[src/rtl/dsp_fe_lane_lut_dbuf.sv]
// Double-buffered lane calibration LUT with identity-seed walker and atomic bank swap.
// Optional shadow readback port (i_rb_addr/o_rb_data) enabled by DSP_FE_LUT_READBACK_EN.
module dsp_fe_lane_lut_dbuf #(
    parameter int INPUT_WIDTH    = 6,
    parameter int OUTPUT_WIDTH   = 8,
    parameter int REUSE_RANK     = 4,
    parameter int PIPELINE_DEPTH = 2
) (
    input  logic                                     i_clk,
    input  logic                                     i_rst,
    input  logic                                     i_en,
    input  logic [REUSE_RANK-1:0][INPUT_WIDTH-1:0]   i_addr_ri_lane,
    input  logic                                     i_cfg_mode_mission,
    input  logic                                     i_wr_valid,
    input  logic [INPUT_WIDTH-1:0]                   i_wr_addr,
    input  logic [OUTPUT_WIDTH-1:0]                  i_wr_data,
    output logic                                     o_wr_ready,
    input  logic                                     i_seed_req,
    input  logic                                     i_swap_req,
    output logic                                     o_swap_ack,
    output logic                                     o_busy,
    output logic                                     o_bank_sel,
`ifdef DSP_FE_LUT_READBACK_EN
    input  logic [INPUT_WIDTH-1:0]                   i_rb_addr,
    output logic [OUTPUT_WIDTH-1:0]                  o_rb_data,
`endif
    output logic [REUSE_RANK-1:0][OUTPUT_WIDTH-1:0]  o_dat_ro_lane
);

    localparam int N = 2 ** INPUT_WIDTH;
    localparam logic [INPUT_WIDTH-1:0] ONE  = 1;
    localparam logic [INPUT_WIDTH-1:0] LAST = '1;

    typedef enum logic {IDLE, SEED} state_t;

    state_t                   state, state_n;
    logic [INPUT_WIDTH-1:0]   cnt, cnt_n;
    logic                     pend, pend_n;
    logic                     swap_go, seed_we, wr_we;
    logic                     shadow;
    logic [OUTPUT_WIDTH-1:0]  seed_val;
    logic [OUTPUT_WIDTH-1:0]  bank [2][N];
    logic [REUSE_RANK-1:0][OUTPUT_WIDTH-1:0] look;

    assign shadow     = ~o_bank_sel;
    assign o_busy     = (state == SEED);
    assign o_wr_ready = (state == IDLE);

    generate
        if (OUTPUT_WIDTH == INPUT_WIDTH) begin : g_id_eq
            assign seed_val = cnt;
        end else if (OUTPUT_WIDTH > INPUT_WIDTH) begin : g_id_up
            assign seed_val = {cnt, {(OUTPUT_WIDTH-INPUT_WIDTH){1'b0}}};
        end else begin : g_id_dn
            assign seed_val = cnt[INPUT_WIDTH-1 -: OUTPUT_WIDTH];
        end
    endgenerate

    always_ff @(posedge i_clk or posedge i_rst) begin
        if (i_rst) begin
            state      <= IDLE;
            cnt        <= '0;
            pend       <= 1'b0;
            o_bank_sel <= 1'b0;
            o_swap_ack <= 1'b0;
        end else begin
            state      <= state_n;
            cnt        <= cnt_n;
            pend       <= pend_n;
            o_bank_sel <= o_bank_sel ^ swap_go;
            // ack follows the executed swap only, so it never stretches over a stall
            o_swap_ack <= swap_go;
        end
    end

    always_comb begin
        state_n = state;
        cnt_n   = cnt;
        pend_n  = pend;
        swap_go = 1'b0;
        seed_we = 1'b0;
        wr_we   = 1'b0;
        unique case (state)
            IDLE: begin
                if (i_en) begin
                    wr_we   = i_wr_valid;
                    swap_go = i_swap_req;
                    if (i_seed_req) begin
                        state_n = SEED;
                        cnt_n   = '0;
                    end
                end
            end
            SEED: begin
                if (i_en) begin
                    seed_we = 1'b1;
                    cnt_n   = cnt + ONE;
                    pend_n  = pend | i_swap_req;
                    if (cnt == LAST) begin
                        state_n = IDLE;
                        swap_go = pend | i_swap_req;
                        pend_n  = 1'b0;
                    end
                end
            end
            default: state_n = IDLE;
        endcase
    end

    always_ff @(posedge i_clk or posedge i_rst) begin
        if (i_rst) begin
            for (int b = 0; b < 2; b++) begin
                for (int a = 0; a < N; a++) begin
                    bank[b][a] <= '0;
                end
            end
        end else if (seed_we) begin
            bank[shadow][cnt] <= seed_val;
        end else if (wr_we) begin
            bank[shadow][i_wr_addr] <= i_wr_data;
        end
    end

    always_comb begin
        look = '0;
        for (int l = 0; l < REUSE_RANK; l++) begin
            if (i_cfg_mode_mission) begin
                look[l] = bank[o_bank_sel][i_addr_ri_lane[l]];
            end
        end
    end

    generate
        if (PIPELINE_DEPTH <= 1) begin : g_comb
            assign o_dat_ro_lane = look;
        end else begin : g_pipe
            logic [REUSE_RANK-1:0][OUTPUT_WIDTH-1:0] stg [PIPELINE_DEPTH-1];
            always_ff @(posedge i_clk or posedge i_rst) begin
                if (i_rst) begin
                    for (int s = 0; s < PIPELINE_DEPTH-1; s++) begin
                        stg[s] <= '0;
                    end
                end else if (i_en) begin
                    stg[0] <= look;
                    for (int s = 1; s < PIPELINE_DEPTH-1; s++) begin
                        stg[s] <= stg[s-1];
                    end
                end
            end
            assign o_dat_ro_lane = stg[PIPELINE_DEPTH-2];
        end
    endgenerate

`ifdef DSP_FE_LUT_READBACK_EN
    always_ff @(posedge i_clk or posedge i_rst) begin
        if (i_rst) begin
            o_rb_data <= '0;
        end else if (i_en) begin
            o_rb_data <= bank[shadow][i_rb_addr];
        end
    end
`endif

endmodule

[config.mk]
export PLATFORM = sky130hd
export DESIGN_NAME = dsp_fe_lane_lut_dbuf
export DESIGN_NICKNAME = d
export VERILOG_FILES = /design/src/rtl/dsp_fe_lane_lut_dbuf.sv
export SDC_FILE = /design/constraint.sdc
export NUM_CORES = 2
export LEC_CHECK = 0
export BUFFER_PORTS_ARGS = -buffer_cell sky130_fd_sc_hd__buf_2
export CELL_PAD_IN_SITES_DETAIL_PLACEMENT = 1
export CELL_PAD_IN_SITES_GLOBAL_PLACEMENT = 1
export CORE_UTILIZATION = 45
export CTS_CLUSTER_SIZE = 20
export DETAILED_ROUTE_END_ITERATION = 10
export MAX_ROUTING_LAYER = met4
export PLACE_DENSITY_LB_ADDON = 0.15
export SLEW_MARGIN = 40
export SYNTH_ARGS = -nofsm -noshare
export SYNTH_HDL_FRONTEND = slang
export SYNTH_SLANG_ARGS = --single-unit
[constraint.sdc]
create_clock -name i_clk -period 67.4 [get_ports i_clk]
set_clock_uncertainty 0.1 [all_clocks]
set_input_delay 13.48 -clock i_clk [delete_from_list [all_inputs] [get_ports i_clk]]
set_output_delay 13.48 -clock i_clk [all_outputs]
set_load 0.01 [all_outputs]
## After elaboration in Yosys (flattened, before gate mapping)

Cells that the tools add are included.

- Register bits: 1066
- Input port bits: 45
- Logic and storage cells: 220

- Add/sub/neg operators: 1
- $lt $le $gt $ge: 11
- Equal/unequal tests: 4
- Muxes and demuxes: 49
- Bitwise operators: 12
- Reduce and logical (&&, ||, !) cells: 6

Operator list:

| kind | number |
|---|---|
| $mux W512 | 5 |
| $bwmux W1024 | 2 |
| $mux W1024 | 2 |
| $demux W512 S1 | 2 |
| $bmux W8 S6 | 4 |
| $mux W8 | 14 |
| $demux W8 S6 | 2 |
| $ge A7 B7 Y1 const B | 6 |
| $not A6 Y7 | 6 |
| $mux W6 | 3 |
| $lt A7 B1 Y1 const B | 2 |
| $mux W1 | 12 |
| $pmux W6 S2 | 1 |
| $add A6 B1 Y6 const B | 1 |
| $eq A6 B6 Y1 const B | 1 |
| $ge A2 B2 Y1 const B | 2 |
| $ne A2 B2 Y1 const B | 2 |
| $not A1 Y2 | 2 |
| $pmux W1 S2 | 2 |
| $logic_and A1 B1 Y1 | 3 |
| $reduce_and A3 Y1 | 1 |
| $lt A2 B1 Y1 const B | 1 |
| $ne A2 B1 Y1 const B | 1 |
| $not A1 Y1 | 2 |
| 4 further kinds | 4 |

## Longest topological paths before layout

- Depth in word-level cells: 10
- Depth in mapped cells: 10

## Least setup slack after synthesis

No wires, ideal clock.

- Kind: input -> register
- Start point: input i_wr_addr[2]
- End point: register bank[424] (netlist name)
- Data arrival time: 15140 ps
- Required time: 67175 ps
- Slack: 52035 ps
- Stages: 6
- Path buffers: 2
- Path through: buf_2 > buf_2 > nor4b_4 > nand2_2 > o22ai_2 > mux2_2

- Word-level cells in the longest chain between the ends: 10
- Elaborated cells between the ends (all ways): 11
- Classes of those cells: order compare: 2; mux: 7; bitwise: 1; reduce/logical: 1

RTL lines:

| element | line | RTL |
|---|---|---|
| start: declaration | 15 | `input logic [INPUT_WIDTH-1:0] i_wr_addr,` |
| $not A6 Y7 (implied by the code) (*) | 120 | `bank[shadow][i_wr_addr] <= i_wr_data;` |
| $ge A7 B7 Y1 (implied by the code) or $lt A7 B1 Y1 (tied branches) | 120 |  |
| $logic_and A1 B1 Y1 (implied by the code) | 120 |  |
| $mux W8 (implied by the code) | 120 |  |
| $demux W8 S6 (*) | 120 |  |
| $mux W512 (implied by the code) (*) | 120 |  |
| $demux W512 S1 (*) | 120 |  |
| $bwmux W1024 (*) | 120 |  |
| $mux W1024 (*) | 119 | `end else if (wr_we) begin` |
| $mux W1024 (*) | 117 | `end else if (seed_we) begin` |
| end signal: indexed assignment | 118 | `bank[shadow][cnt] <= seed_val;` |
| end signal: indexed assignment | 120 |  |
| end: declaration | 42 | `logic [OUTPUT_WIDTH-1:0] bank [2][N];` |

Every way passes the cells marked *; elsewhere a longest branch is shown, timed or not. The select of a mux whose other input is x is not followed.
A chain may end at the register's enable or synchronous reset.

## Worst setup path after layout

- Start point: input i_addr_ri_lane[19] (netlist name)
- End point: register g_pipe.stg, in the netlist o_dat_ro_lane[27]

- Word-level cells in the longest chain between the ends: 5

RTL lines:

| element | line | RTL |
|---|---|---|
| start: declaration | 12 | `input logic [REUSE_RANK-1:0][INPUT_WIDTH-1:0] i_addr_ri_lane,` |
| $not A6 Y7 (implied by the code) | 128 | `look[l] = bank[o_bank_sel][i_addr_ri_lane[l]];` |
| $bmux W8 S6 | 128 |  |
| $mux W8 (implied by the code) (2 in series) | 128 |  |
| $mux W8 | 127 | `if (i_cfg_mode_mission) begin` |
| end signal: indexed assignment | 146 | `stg[s] <= stg[s-1];` |
| end: declaration | 137 | `logic [REUSE_RANK-1:0][OUTPUT_WIDTH-1:0] stg [PIPELINE_DEPTH-1];` |

No other way between the ends. The select of a mux whose other input is x is not followed.

==> results.md <==
* Fraction of registers with async set/reset at 1.000
* Initial drt markers at between 10,000 and 15,000
* Count of final setup violators at 0
* # hold bufs at CTS at 0
* Endpoints failing hold at 0
* Maximum vdd ir drop at 0.03413 mV
* Bufs on Longest Clock Path at 3
* Row count at 153
* Leakage at 39.03 nW
* Yosys warning count at 0
* Final Cell Area at 88,670 um2
* Total global-route track usage at 0.5301
* Clk sinks at 1,066
* Post-Syn Area at between 70,000 and 80,000 um2
* First-pass GRT wire length at 653,500 um
* Die Ht at ~420 um
* Detailed Place HPWL at 301,800 um
* Max-slew violations at 0
* Outcome: finished, final reports clean
* Root buf cell: clkbuf_16
* Initial Util at 0.4545
* GRT overflow at 0
* Critical Path Source Type: input pin
* Worst hold margin at 0.4164 ns
* # fillers at ~20,000
* Vias at 83,820
* DR pass1 iterations at 8
* Type of the worst min-delay path: reg2reg
* Post-Syn Instances at 8,659
* CP Launch Point: i_addr_ri_lane[19]
* Setup_tns at 0 ns
* Final period util at 0.2633
* Share of layout cells above drive strength 1 at 0.1164
* Critical path class: in2reg
* Initial antenna violation count at 51
* R2r startpoint: o_bank_sel
* Fmax at 0.05635 GHz
* Placed cell area at 83,330 um2
* Finished Layout Cells at 10,860
* Area delta synth->final at 11.75%
* Io pins at slightly above 80
* Post-synth net total at a little under 9,000
* Final min period at 17.75 ns
* RSZ-0062 raised after global routing: no
* #FFs+latches synth at 1,066
* Post-CTS Resized at 0
* Routed WL at ~470,000 um
* H-tree levels at 4
* CTS clk-pin slew, worst paths at 0.06 ns
* Register area share after synthesis at 0.3362
* CP Capture Type: register
* Total Power at about 2.8 mW
* Routability cong. at 1.074
* Final ANT Viol Nets at 0
* Register area at 26,680 um2
* Hold Path Origin: pend
* Vias per inst at 7.719
* Cell variety after synth at 71
* CTS tree: built
* Slew headroom at 0.3158
* Top_reg_cell synth: dfrtp_1
* Core area at 174,600 um2
* Crit path DAT at approximately 18 ns
* Multi-input gate area at ~50,000 um2
* Syn_area_per_cell at 9.164 um2
* Critical Path RT at 68.05 ns
* Pwr Density at approximately 32 nW/um2
* Port Buf Inserts at 80
* Nets at 8,413
* Skew-Pair Late Insertion Delay at 0.86 ns
* Postcts setup bufs at 0
* Post-synth EDFFs at 0
* Max Cap Violations at 0
* Largest net degree at the start of global routing at 133
* Max FO, Critical Path at 100
* Die footprint at 178,000 um2
* Die width at 421.9 um
* Worst Max-Slew Pin Slew at around 1.0 ns
* # DRC at 0
* Num CTS Buffers at 137
* Drt wl/cell at 43.35 um
* Vias in the first global route at 81,860
* # placed instances at ~11,000
-- power by group --
group / internal [mW] / total [mW] / switching, mW
Sequential: 0.724 / 0.876 / 0.152
Clock: 0.470 / 0.803 / 0.333
Combinational: 0.341 / 1.16 / 0.814
Total: 1.54 / 2.83 / 1.30
-- cell families (layout without fill, tap and decap cells) --
| logic type | after synthesis | after routing | share of synthesized area |
|---|---|---|---|
| AOI/OAI and AO/OA | 2896 | 2896 | 0.2542 |
| other | 0 | 62 | 0 |
| DFF | 1066 | 1066 | 0.3362 |
| and+or+nand+nor | 1553 | 1553 | 0.08524 |
| adders and majority gates | 1 | 1 | 0.0001577 |
| muxes | 2147 | 2147 | 0.2723 |
| buffers and inverters | 995 | 808 | 0.05172 |
| xor gates and xnor gates | 1 | 1 | 0.0001104 |
-- flip-flops by register name (all words and copies together), names as in the netlist --
register	flops
o_busy	1
o_dat_ro_lane	32
o_bank_sel	1
o_swap_ack	1
pend	1
cnt	6
bank	1024
-- metrics by stage --
stage,util,setup WS (ns)
floorplan,-,23.81
global placement,0.4707,48.42
detailed placement,0.4773,48.94
CTS,0.5043,49.83
global route,0.5077,49.76
finish,0.5079,49.65
-- critical path, stage by stage --
cell and delay, ns:
buf_8 0.40, buf_4 0.56, buf_12 0.63, buf_4 0.77, mux2i_1 0.17, a22oi_1 0.21, a21oi_1 0.22, o41ai_1 0.73
buf_4 0.23, nand4_1 0.45, o22ai_1 0.27
-- cells in the mapped netlist, types with 56 or more instances --
library cell	number	area share
o22a_1	165	0.018
nand3_1	180	0.011
buf_1	56	0.0026
inv_1	158	0.0075
nand2_1	889	0.042
clkbuf_1	498	0.024
mux2_2	96	0.014
a21oi_1	596	0.038
o221ai_1	67	0.0074
o21a_1	59	0.0056
o21ai_0	243	0.015
mux2i_1	2051	0.26
buf_2	280	0.018
o22ai_1	58	0.0046
nor2_1	261	0.012
dfrtp_1	1066	0.34
o41ai_1	128	0.014
o31ai_1	377	0.036
a22oi_1	1050	0.099
-- worst paths after layout --
kind	depth (start not counted)	slack, ns	endpoint
setup / recovery	11	49.65	o_dat_ro_lane[27]
hold / removal	2	0.42	pend
setup reg to reg	10	62.00	o_dat_ro_lane[14]
hold reg to reg	2	0.42	pend
max in group asynchronous	6	51.33	bank[593]
min in group asynchronous	2	12.62	bank[447]
-- routing by layer --
layer | GRT usage | share of wire
met1 | 0.6190 | 0.36
met2 | 0.6998 | 0.40
met3 | 0.2164 | 0.14
met4 | 0.4475 | 0.10
met5 | - | 0
-- cells in the final DEF (no fill, tap or decap), drive strengths merged, types with 161 or more instances in the layout --
| cell | Yosys | final |
|---|---|---|
| nand3 | 180 | 180 |
| a22oi | 1051 | 1051 |
| buf | 339 | 403 |
| o21ai | 256 | 256 |
| inv | 158 | 161 |
| dfrtp | 1066 | 1066 |
| nand2 | 898 | 898 |
| o22a | 165 | 165 |
| nor2 | 269 | 269 |
| a21oi | 596 | 596 |
| mux2i | 2051 | 2051 |
| o31ai | 377 | 377 |
| clkbuf | 498 | 196 |
-- layout make-up --
class,count,share of cell area
inverters,158,0.006773
clock buffers,193,0.04541
clock inverters,51,0.007747
well taps,2325,0.03281
flip-flops and latches,1066,0.3009
diodes,62,0.001750
multi-input cells,6598,0.5644
repair buffers,406,0.04024
Note: power is estimated with default switching activity, not from simulation.
